$ cat src/rtl/mem_access_unit_pkg.sv
// Shared RV32I types for the memory stage: load/store widths and
// the memory access FSM encoding.
package rv32i_types;

    typedef enum logic [2:0] {
        lb  = 3'b000,
        lh  = 3'b001,
        lw  = 3'b010,
        lbu = 3'b100,
        lhu = 3'b101
    } load_funct3_t;

    typedef enum logic [2:0] {
        sb = 3'b000,
        sh = 3'b001,
        sw = 3'b010
    } store_funct3_t;

    typedef enum logic [1:0] {
        IDLE   = 2'd0,
        ACCESS = 2'd1,
        DONE   = 2'd2
    } mem_state_t;

endpackage

$ cat src/rtl/mem_access_unit_load_extend.sv
// Load data extraction: picks the byte/half lane out of the cache word
// and sign- or zero-extends it to 32 bits.
module load_extend
    import rv32i_types::*;
(
    input  logic [2:0]  funct3,
    input  logic [1:0]  offset,
    input  logic [31:0] word,
    output logic [31:0] result
);

    logic [7:0]  b;
    logic [15:0] h;

    always_comb begin
        unique case (offset)
            2'd0: b = word[7:0];
            2'd1: b = word[15:8];
            2'd2: b = word[23:16];
            default: b = word[31:24];
        endcase
        h = offset[1] ? word[31:16] : word[15:0];
        case (funct3)
            lb:  result = {{24{b[7]}}, b};
            lbu: result = {24'h0, b};
            lh:  result = {{16{h[15]}}, h};
            lhu: result = {16'h0, h};
            default: result = word;
        endcase
    end

endmodule

$ cat src/rtl/mem_access_unit.sv
// Memory stage: issues one data-cache request per load/store and stalls
// until the response. `MEM_MISALIGN_TRAP_EN enables misaligned trapping.
module mem_access_unit
    import rv32i_types::*;
(
    input  logic        clk,
    input  logic        rst,
    input  logic        valid_i,
    input  logic        mem_read_i,
    input  logic        mem_write_i,
    input  logic [2:0]  funct3_i,
    input  logic [31:0] addr_i,
    input  logic [31:0] rs2_i,
    output logic        stall_o,
    output logic        done_o,
    output logic [31:0] rdata_o,
    output logic        dmem_read,
    output logic        dmem_write,
    output logic [31:0] dmem_address,
    output logic [31:0] dmem_wdata,
    output logic [3:0]  dmem_mbe,
    input  logic [31:0] dmem_rdata,
    input  logic        dmem_resp
`ifdef MEM_MISALIGN_TRAP_EN
    ,
    output logic        misaligned_o
`endif
);

    mem_state_t  state;
    logic        rd_q;
    logic [2:0]  f3_q;
    logic [31:0] addr_q;
    logic [31:0] rs2_q;
    logic [31:0] rdata_q;
    logic [31:0] ext;
    logic        req;
    logic        acc;
    logic        mis;

    assign req = valid_i && (mem_read_i || mem_write_i);
    assign acc = (state == ACCESS);

`ifdef MEM_MISALIGN_TRAP_EN
    logic mis_q;

    always_comb begin
        mis = 1'b0;
        if (mem_read_i) begin
            if (funct3_i == lh || funct3_i == lhu)
                mis = addr_i[0];
            else if (funct3_i == lw)
                mis = |addr_i[1:0];
        end else begin
            if (funct3_i == sh)
                mis = addr_i[0];
            else if (funct3_i == sw)
                mis = |addr_i[1:0];
        end
    end

    always_ff @(posedge clk) begin
        if (rst)
            mis_q <= 1'b0;
        else if (state == IDLE && req)
            mis_q <= mis;
        else if (state == DONE)
            mis_q <= 1'b0;
    end

    assign misaligned_o = (state == DONE) && mis_q;
`else
    assign mis = 1'b0;
`endif

    load_extend u_ext (
        .funct3 (f3_q),
        .offset (addr_q[1:0]),
        .word   (dmem_rdata),
        .result (ext)
    );

    // Read+write together is treated as a read: only rd_q is kept.
    always_ff @(posedge clk) begin
        if (rst) begin
            state   <= IDLE;
            rd_q    <= 1'b0;
            f3_q    <= 3'b0;
            addr_q  <= 32'h0;
            rs2_q   <= 32'h0;
            rdata_q <= 32'h0;
        end else begin
            unique case (state)
                IDLE: begin
                    if (req) begin
                        rd_q   <= mem_read_i;
                        f3_q   <= funct3_i;
                        addr_q <= addr_i;
                        rs2_q  <= rs2_i;
                        state  <= mis ? DONE : ACCESS;
                    end
                end
                ACCESS: begin
                    if (dmem_resp) begin
                        state <= DONE;
                        if (rd_q)
                            rdata_q <= ext;
                    end
                end
                DONE:    state <= IDLE;
                default: state <= IDLE;
            endcase
        end
    end

    always_comb begin
        dmem_mbe   = 4'b0000;
        dmem_wdata = 32'h0;
        if (acc) begin
            if (rd_q) begin
                dmem_mbe = 4'b1111;
            end else begin
                case (f3_q)
                    sb: begin
                        dmem_mbe   = 4'b0001 << addr_q[1:0];
                        dmem_wdata = {4{rs2_q[7:0]}};
                    end
                    sh: begin
                        dmem_mbe   = 4'b0011 << {addr_q[1], 1'b0};
                        dmem_wdata = {2{rs2_q[15:0]}};
                    end
                    default: begin
                        dmem_mbe   = 4'b1111;
                        dmem_wdata = rs2_q;
                    end
                endcase
            end
        end
    end

    assign dmem_read    = acc && rd_q;
    assign dmem_write   = acc && !rd_q;
    assign dmem_address = acc ? {addr_q[31:2], 2'b00} : 32'h0;
    assign stall_o      = (state == IDLE && req) || acc;
    assign done_o       = (state == DONE);
    assign rdata_o      = rdata_q;

endmodule

$ cat config.mk
export PLATFORM = sky130hd
export DESIGN_NAME = mem_access_unit
export DESIGN_NICKNAME = d
export VERILOG_FILES = /design/src/rtl/mem_access_unit_pkg.sv /design/src/rtl/mem_access_unit_load_extend.sv /design/src/rtl/mem_access_unit.sv
export SDC_FILE = /design/constraint.sdc
export NUM_CORES = 1
export LEC_CHECK = 0
export ABC_AREA = 1
export ABC_CLOCK_PERIOD_IN_PS = 2260
export CAP_MARGIN = 20
export CORE_ASPECT_RATIO = 1.1
export CORE_MARGIN = 10
export CORE_UTILIZATION = 40
export DETAILED_ROUTE_END_ITERATION = 8
export MAX_ROUTING_LAYER = met4
export PLACE_DENSITY = 0.76
export SETUP_SLACK_MARGIN = 0.05
export SYNTH_ARGS = -nofsm -noshare
export SYNTH_HDL_FRONTEND = slang
export SYNTH_SLANG_ARGS = --single-unit
$ cat constraint.sdc
create_clock -name clk -period 2.26 [get_ports clk]
set_clock_uncertainty 0.05 [all_clocks]
set_input_delay 0.339 -clock clk [delete_from_list [all_inputs] [get_ports clk]]
set_output_delay 0.339 -clock clk [all_outputs]
set_load 0.01 [all_outputs]
After elaboration in Yosys (flattened, before gate mapping). Index checks and enable logic that the tools add are counted.

Register bits after elaboration: 102. Input port bits: 105. Word-level logic and storage cells: 43. Output and inout bits: 104.

Muxes and demuxes: 13. Reduce and logical (&&, ||, !) cells: 13. Equality and inequality tests: 9. Shift-type cells: 2.

Operators by type and width (number): $pmux 32 s4 (1); $mux 32 (3); $pmux 32 s2 (1); $pmux 8 s3 (1); $mux 16 (1); $mux 4 (2); $pmux 4 s2 (1); $eq 3x3->1 const B (2); $eq 2x1->1 const B (2); $eq 2x2->1 const B (2); $logic_and 1x1->1 (4); $logic_not 2->1 (2); $mux 2 (2); $ne 2x2->1 const B (2); $pmux 2 s2 (1); $reduce_and 2->1 (2); $shl 1x2->4 const A (1); $shl 2x2->4 const A (1); $eq 3x1->1 const B (1); $logic_not 3->1 (1); $reduce_and 3->1 (1); $logic_or 1x1->1 (2); $logic_not 1->1 (1).

Longest topological paths before layout. Gate-level depths: netlist (run 1).

Depth in word-level cells: 4. Mapped depth: 10. Depth with buffers taken out: 9.

Hierarchy. Synthesis (run 1) repeated with hierarchy kept, for this count alone.

Cell total of the unflattened synthesis: 909. Area, all modules: 5385.2 um2.

By module, submodules not included: mem_access_unit (seq. area each 2042.0 um2, times used 1, area an instance 4489.3 um2, cells an instance 717); load_extend (seq. area each 0.0 um2, times used 1, area an instance 895.9 um2, cells an instance 192).

Worst setup path after synthesis (run 1). No wires, ideal clock.

Path type: flip-flop to output port. Start point: register f3_q[1]. End point: output port dmem_wdata[10]. Stages on the path, launching flop included: 8. Data arrival time: 1.276 ns. Slack: 0.595 ns. Data required time: 1.871 ns. Path buffers: 2. Cells stage by stage: dfxtp_1 buf_6 inv_6 nand3_2 buf_2 o21ai_0 o21ai_0 a21oi_1.

Cells in the longest elaborated chain, start to end: 4. Elaborated cells on any way between the ends: 5. Classes of those cells: 1 x eq/ne; 3 x mux; 1 x reduce/logical.

Ends and longest elaborated chain: from (decl) (line mem_access_unit.sv:32) `logic [2:0] f3_q;`; from (signal assigned) (line mem_access_unit.sv:97) `f3_q <= funct3_i;`; $eq 3x1->1 / $logic_not 3->1 (equally long branches) (line mem_access_unit.sv:123) `case (f3_q)`; $pmux 32 s2 * (line mem_access_unit.sv:123); $mux 32 * (line mem_access_unit.sv:120) `if (rd_q) begin`; $mux 32 * (line mem_access_unit.sv:119) `if (acc) begin`; to (decl) (line mem_access_unit.sv:20) `output logic [31:0] dmem_wdata,`.

Mark *: on every way between the ends. The rest lies on a longest branch, timed or not.

Worst setup path in the final report (run 1).
Start point: register f3_q[1]. End point: output port dmem_wdata[20].

The elaborated chain is that of the path after synthesis.

==> run summary, run 1 <==
=====================================================================================
Run status ............................................................. complete, no violations
Final cell utilization of the core .....................................        0.614
Setup slack of the most critical reg-to-reg path .......................       550 ps
Cell leakage power .....................................................      3.60 nW
Worst flop-to-flop path endpoint .......................................  rdata_o[18]
Leading cell types by total area after synthesis ....................... sky130_fd_sc_hd__dfxtp_1 (41%), sky130_fd_sc_hd__o21ai_0 (11%), sky130_fd_sc_hd__a21oi_1 (11%)
R2R cell count .........................................................           10
Post-CTS Hold Fix Bufs .................................................            0
Proportion of total power due to net switching .........................        0.298
Total non-filler cell area in the finished layout ......................   7450 sq um
Clock Latency Late Sink ................................................       350 ps
Post-synthesis adder-cell area fraction ................................            0
Hold Path Origin .......................................................   addr_q[30]
Largest net degree at the start of global routing ......................          137
Fraction of synthesized cell area taken by the top area cell type ......        0.409
HPWL reported at the end of detailed placement .........................      12.8 mm
Starting utilization of the core area ..................................        0.411
Achievable Freq ........................................................    0.468 GHz
Layout cells sized above 1 .............................................       0.0832
Worst-path fanout max ..................................................           29
GR Util met3 ...........................................................       0.0554
Die height .............................................................  137 microns
Number of core rows ....................................................           42
# H-tree levels ........................................................            3
First-pass GRT wire length .............................................      26.3 mm
CP Data Required Time ..................................................      1870 ps
Max rail drop VDD ......................................................     0.450 mV
Sum of internal, switching and leakage power ...........................      4.42 mW
Worst min-delay path class .............................................   reg -> reg
Area delta synth->final ................................................        49.3%
Final net count ........................................................        1,039
P per Cell Area ........................................................  592 nW/um^2
Routed length per instance ............................................. 15.6 microns
Worst setup EP type .................................................... primary output
Most congested layer reported by global routing ........................         met2
CORE AREA .............................................................. 12,100 sq um
Total Wirelength .......................................................      17.1 mm
RSZ-0062 raised after global routing ...................................         true
Area of the mapped netlist .............................................   4990 sq um
Post-synthesis share of cell area spent on and, or, nand and nor gates .        0.185
Number of enable-type register cells in the synthesized netlist ........            0
Number of iterations in the first detailed-routing pass ................            5
Sequential element share of the synthesized area .......................        0.409
Gp weighted congestion .................................................        0.895
Library cell used as clock root buffer ................................. sky130_fd_sc_hd__clkbuf_16
Gate Count Post-Synth ..................................................          748
Critical Setup Path Class ..............................................   reg -> out
Average size of a mapped cell ..........................................   6.67 sq um
Commonest cells in the netlist ......................................... sky130_fd_sc_hd__inv_1 (119), sky130_fd_sc_hd__o21ai_0 (109), sky130_fd_sc_hd__a21oi_1 (108), sky130_fd_sc_hd__nor2_1 (107), sky130_fd_sc_hd__dfxtp_1 (102)
Final worst-path cycle share ...........................................        0.946
Routed via count .......................................................        5,329
Total setup violations reported at the end of the flow .................            0
Combinational family with the most area after synthesis ................ compound AO/OA/AOI/OAI gates
Number of DRC markers after the initial detailed-route iteration .......          350
Post-route antenna net violation count .................................            0
Total DRC errors in the routed layout ..................................            0
Internal ...............................................................      3.10 mW
Type of origin of the critical path ....................................    flip-flop
Fin Setup TNS ..........................................................         0 ps
DP Area ................................................................   7180 sq um
Critical path arrival ..................................................      1750 ps
Async S/R FF share, synth ..............................................            0
Met1 layer usage reported by global route ..............................        0.223
Leftover overflow at the end of global routing .........................            0
Num CTS Buffers ........................................................            9
Buffers on Ports .......................................................          206
Xor/xnor cell area share of the yosys netlist ..........................            0
Min Tclk post-route ....................................................      2140 ps
Die Area ............................................................... 17,400 sq um
Post-synthesis cell type count .........................................           31
Overall Global Routing Usage ...........................................        0.194
Boundary Pins ..........................................................          209
Most frequently used flop master after synthesis ....................... sky130_fd_sc_hd__dfxtp_1
Worst R2R Start ........................................................     state[1]
Cell with the most instances after synthesis ........................... sky130_fd_sc_hd__inv_1
Deepest clock path buffer count ........................................            2
Chip width .............................................................  127 microns
Fraction of the mapped netlist area in compound gates ..................        0.254
Vias per inst ..........................................................         4.87
CTS tree ...............................................................          yes
Vias in the first global route .........................................        4,965
Capture endpoint of the worst hold path ................................   addr_q[30]
Clk network pwr share ..................................................        0.327
Met2 track utilization from global routing .............................        0.315
Mux cell area share after synthesis ....................................            0
Sequential cell fraction of total power ................................        0.444
Max cap viols ..........................................................            0
FF+latch count, synth ..................................................          102
Fraction of power consumed by combinational cells ......................        0.229
Sink count of the clock tree ...........................................          102
Switching power summed over all nets ...................................      1.32 mW
Initial antenna violation count ........................................            0
Worst hold stages ......................................................            2
Max-slew violation total from the final report .........................            0
Final hold violation count .............................................            0
Clock-pin slew on the worst setup and hold paths .......................        70 ps
Library cell with the largest summed area after synthesis .............. sky130_fd_sc_hd__dfxtp_1
Fin Hold WS ............................................................       400 ps
Number of warnings issued by yosys .....................................            0
=====================================================================================
placed cells by master (no fill, tap or decap), types with 9 or more instances in the layout:
master and instances:
sky130_fd_sc_hd__clkdlybuf4s50_1 148, sky130_fd_sc_hd__inv_1 117, sky130_fd_sc_hd__a21oi_1 108, sky130_fd_sc_hd__nor2_1 107, sky130_fd_sc_hd__o21ai_0 104, sky130_fd_sc_hd__dfxtp_1 100, sky130_fd_sc_hd__nand2_1 84, sky130_fd_sc_hd__dlymetal6s2s_1 22
sky130_fd_sc_hd__o21ai_1 21, sky130_fd_sc_hd__clkbuf_2 21, sky130_fd_sc_hd__dlygate4sd2_1 13, sky130_fd_sc_hd__buf_4 13, sky130_fd_sc_hd__clkbuf_16 9
layout make-up:
type                    count  area (sq um)
diodes                      2          5.00
clock buffers              10           229
clock inverters             5          37.5
fillers                  1142          4690
inverters                 123           468
multi-input cells         472          2240
flip-flops and latches    102          2050
well taps                 154           193
repair buffers            226          2230
power by group through the flow:
stage          clock network, mW  logic [mW]  registers (mW)
6_report                    1.44        1.01            1.96
5_1_grt                     1.56        1.12            1.97
4_1_cts                     1.48        1.00            1.96
3_5_place_dp                   0        1.02            2.00
3_3_place_gp                   0        1.01            2.00
2_1_floorplan                  0       0.565            1.99
critical path: stages (launching register included):
cell and delay, ps:
sky130_fd_sc_hd__dfxtp_4 370, sky130_fd_sc_hd__nor2_4 140, sky130_fd_sc_hd__nand2_4 70, sky130_fd_sc_hd__nand2_4 100
sky130_fd_sc_hd__inv_1 80, sky130_fd_sc_hd__buf_12 160, sky130_fd_sc_hd__o21ai_0 150, sky130_fd_sc_hd__a21oi_1 50
sky130_fd_sc_hd__dlygate4sd2_1 280
routing by layer:
metal | up-vias | share of wire
met2 | 167 | 0.49
li1 | 2752 | -
met5 | - | 0
met3 | 26 | 0.073
met4 | 0 | 0.023
met1 | 2384 | 0.41
worst max path at each step:
| stage | startpoint | to | slack (ps) | cells past startpoint |
|---|---|---|---|---|
| global placement | f3_q[1] | dmem_wdata[22] | 80 | 8 |
| CTS | f3_q[0] | dmem_wdata[21] | 70 | 8 |
| floorplan | f3_q[1] | dmem_wdata[10] | 600 | 7 |
| global route | f3_q[1] | dmem_wdata[18] | 20 | 8 |
| detailed placement | f3_q[1] | dmem_wdata[21] | 20 | 8 |
| finish | f3_q[1] | dmem_wdata[20] | 120 | 8 |
stage by stage:
step,std cells,setup slack [ps]
2_1_floorplan,749,595
3_3_place_gp,1076,83.5
3_5_place_dp,1076,18.5
4_1_cts,1091,69.6
5_1_grt,1092,24.0
6_report,1094,122
kinds of logic after synthesis:
group	Yosys count
flops	102
compound gates	247
buf+inv	175
simple gates	223
other cells	1
state kept, by name (all words and copies together) (netlist names):
name and flops:
state 2, rdata_o 32, f3_q 3, rs2_q 32, addr_q 32, rd_q 1
what timing repair did:
item | CTS | global route
setup buffers | 0 | 1
gates cloned | 0 | 0
gates resized for setup | 45 | 81
pin swaps | 0 | 4
endpoints found under the setup margin | 64 | 57
hold endpoints to repair | 0 | 0
No activity file was read; power rests on OpenSTA's default activity.
==> run 2, diff against run 1 <==
--- a/config.mk
+++ b/config.mk
@@ -15,6 +15,7 @@
 export MAX_ROUTING_LAYER = met4
 export PLACE_DENSITY = 0.76
 export SETUP_SLACK_MARGIN = 0.05
+export SLEW_MARGIN = 25
 export SYNTH_ARGS = -nofsm -noshare
 export SYNTH_HDL_FRONTEND = slang
 export SYNTH_SLANG_ARGS = --single-unit
==> results of run 2 <==
Final layout, timing and power as in run 1 (identical DEF).
==> run 3, diff against run 2 <==
--- a/config.mk
+++ b/config.mk
@@ -14,6 +14,7 @@
 export DETAILED_ROUTE_END_ITERATION = 8
 export MAX_ROUTING_LAYER = met4
 export PLACE_DENSITY = 0.76
+export REMOVE_ABC_BUFFERS = 1
 export SETUP_SLACK_MARGIN = 0.05
 export SLEW_MARGIN = 25
 export SYNTH_ARGS = -nofsm -noshare
==> run 3 against run 2 <==
  * Worst hold slack better by 1.8 ps
  * Via count shrank 0.64%
  * Sequential share of layout area shrank 0.32 points
  * First-iteration DRC count is 25% higher
  * Die area did not move
  * Combinational power about the same
==> run summary, run 3 (synthesis gave the netlist of run 1 again) <==
====================================================================================
CP max-delay cell ..................................................... sky130_fd_sc_hd__dfxtp_1
Max rail drop VDD .....................................................     0.536 mV
Routed length per instance ............................................ 15.6 microns
Gp weighted congestion ................................................        0.867
DP Area ...............................................................   7190 sq um
Critical Setup Path Class .............................................   reg -> out
Largest net degree at the start of global routing .....................          137
Number of DRC markers after the initial detailed-route iteration ......          438
Overall Global Routing Usage ..........................................        0.192
Total non-filler cell area in the finished layout .....................   7530 sq um
Die Area .............................................................. 17,400 sq um
Switching power summed over all nets ..................................      1.34 mW
Final worst-path cycle share ..........................................        0.959
CP Data Required Time .................................................      1870 ps
HPWL reported at the end of detailed placement ........................      12.6 mm
Sink count of the clock tree ..........................................          102
Number of core rows ...................................................           42
Starting utilization of the core area .................................        0.411
Internal ..............................................................      3.45 mW
Worst setup EP type ................................................... primary output
Cell-by-cell listing of the critical path ............................. inv_1 -> nand2_1 -> nor2_2 -> buf_12 -> inv_2 -> nor3_1 -> dlygate4sd2_1
Buffers inserted by post-CTS timing repair ............................            0
Leftover overflow at the end of global routing ........................            0
Critical path arrival .................................................      1780 ps
Type of origin of the critical path ...................................    flip-flop
Fraction of power consumed by combinational cells .....................        0.212
Clk network pwr share .................................................        0.379
Clock Latency Late Sink ...............................................       350 ps
Clock-pin slew on the worst setup and hold paths ......................        70 ps
Antenna cell count ....................................................            0
Boundary Pins .........................................................          209
Post-route antenna net violation count ................................            0
Deepest clock path buffer count .......................................            2
Final hold violation count ............................................            0
Library cell used as clock root buffer ................................ sky130_fd_sc_hd__clkbuf_16
Chip width ............................................................  127 microns
Die height ............................................................  137 microns
First-pass GRT wire length ............................................      26.2 mm
Proportion of total power due to net switching ........................        0.280
Max incr delay on CP ..................................................       320 ps
Max-slew violation total from the final report ........................            0
Num CTS Buffers .......................................................            9
Total Wirelength ......................................................      17.1 mm
Final net count .......................................................        1,040
Buffers on Ports ......................................................          206
Layout cells sized above 1 ............................................       0.0691
# H-tree levels .......................................................            3
Setup slack of the most critical reg-to-reg path ......................       400 ps
Most common cell after layout, fill and taps aside .................... sky130_fd_sc_hd__clkdlybuf4s50_1
Routed via count ......................................................        5,295
Achievable Freq .......................................................    0.461 GHz
Fin Hold WS ...........................................................       401 ps
Sequential cell fraction of total power ...............................        0.409
Highest-count cells in the layout ignoring fill and taps .............. sky130_fd_sc_hd__clkdlybuf4s50_1 (158), sky130_fd_sc_hd__inv_1 (117), sky130_fd_sc_hd__a21oi_1 (107), sky130_fd_sc_hd__nor2_1 (107), sky130_fd_sc_hd__o21ai_0 (103)
Max cap viols .........................................................            0
CORE AREA ............................................................. 12,100 sq um
RSZ-0062 raised after global routing ..................................         true
Post-CTS Hold Fix Bufs ................................................            0
Top cell family by delay on the critical path ......................... buffers and inverters
Worst-path fanout max .................................................           17
Total DRC errors in the routed layout .................................            0
Area delta synth->final ...............................................        50.9%
Min Tclk post-route ...................................................      2170 ps
Vias per inst .........................................................         4.84
Worst min-delay path class ............................................   reg -> reg
Cell leakage power ....................................................      3.49 nW
Run status ............................................................ complete, no violations
Initial antenna violation count .......................................            0
Count of buffering cells on the critical path with inverters included .            4
CTS tree ..............................................................          yes
Total setup violations reported at the end of the flow ................            0
Number of iterations in the first detailed-routing pass ...............            5
P per Cell Area .......................................................  636 nW/um^2
Vias in the first global route ........................................        4,934
====================================================================================
-- run 3: changes by cell type in the layout (fill, tap and decap cells not counted), moves of 3 or more --
cell,change
sky130_fd_sc_hd__clkbuf_2,-12
sky130_fd_sc_hd__clkdlybuf4s50_1,+10
sky130_fd_sc_hd__dlygate4sd2_1,+10
sky130_fd_sc_hd__dlymetal6s2s_1,-10
sky130_fd_sc_hd__bufinv_16,+3
-- run 3: layout make-up --
cell class	instances	area, sq um
Tap cell	154	193
Sequential cell	102	2050
Clock buffer	9	225
Multi-Input combinational cell	472	2220
Inverter	123	468
Fill cell	1149	4610
Clock inverter	7	121
Timing Repair Buffer	227	2260
-- run 3: per-stage QoR --
| stage | std cells | setup TNS, ps | setup WS [ps] | utilization | power, mW |
|---|---|---|---|---|---|
| final | 1094 | 0 | 92.4 | 0.620 | 4.79 |
| after global routing | 1094 | -9.90 | -9.90 | 0.620 | 5.02 |
| after CTS | 1093 | 0 | 59.7 | 0.618 | 4.80 |
| after detailed placement | 1077 | 0 | 47.7 | 0.592 | 3.02 |
| after global placement | 1077 | 0 | 93.1 | 0.592 | 3.01 |
| after floorplan | 697 | -80190 | -1140 | - | 2.48 |
-- run 3: power groups by stage --
stage	registers, mW	clock network (mW)	logic [mW]
global route	1.97	1.92	1.13
CTS	1.96	1.84	1.01
floorplan	2.00	0	0.479
detailed placement	2.00	0	1.02
global placement	2.00	0	1.01
finish	1.96	1.82	1.02
-- run 3: worst paths after layout --
check,from,end,cells past startpoint
setup / recovery,state[1],dmem_wdata[15],7
hold / removal,addr_q[14],addr_q[14],2
setup reg to reg,state[1],rdata_o[28],11
hold reg to reg,addr_q[14],addr_q[14],2
-- run 3: worst register-to-register path: stages (launching register included) --
cell and delay, ps:
sky130_fd_sc_hd__dfxtp_1 340, sky130_fd_sc_hd__inv_1 70, sky130_fd_sc_hd__nand2_1 130, sky130_fd_sc_hd__buf_8 260, sky130_fd_sc_hd__nor2_2 60, sky130_fd_sc_hd__nand2_1 120
sky130_fd_sc_hd__clkinv_2 230, sky130_fd_sc_hd__buf_12 240, sky130_fd_sc_hd__nor2_1 100, sky130_fd_sc_hd__nor2_1 50, sky130_fd_sc_hd__o21ai_1 90, sky130_fd_sc_hd__inv_1 50
-- run 3: timing repair --
action,in CTS,in global routing
resized for setup,47,42
pin swaps,1,2
endpoints found under the setup margin,50,41
gates cloned,0,1
-- run 3: metal layers --
layer	vias up	wire, microns	global-route usage
met5	-	0	-
met2	171	8050	0.307
li1	2746	-	-
met3	32	1290	0.0550
met1	2346	7210	0.222
met4	0	561	0.0816
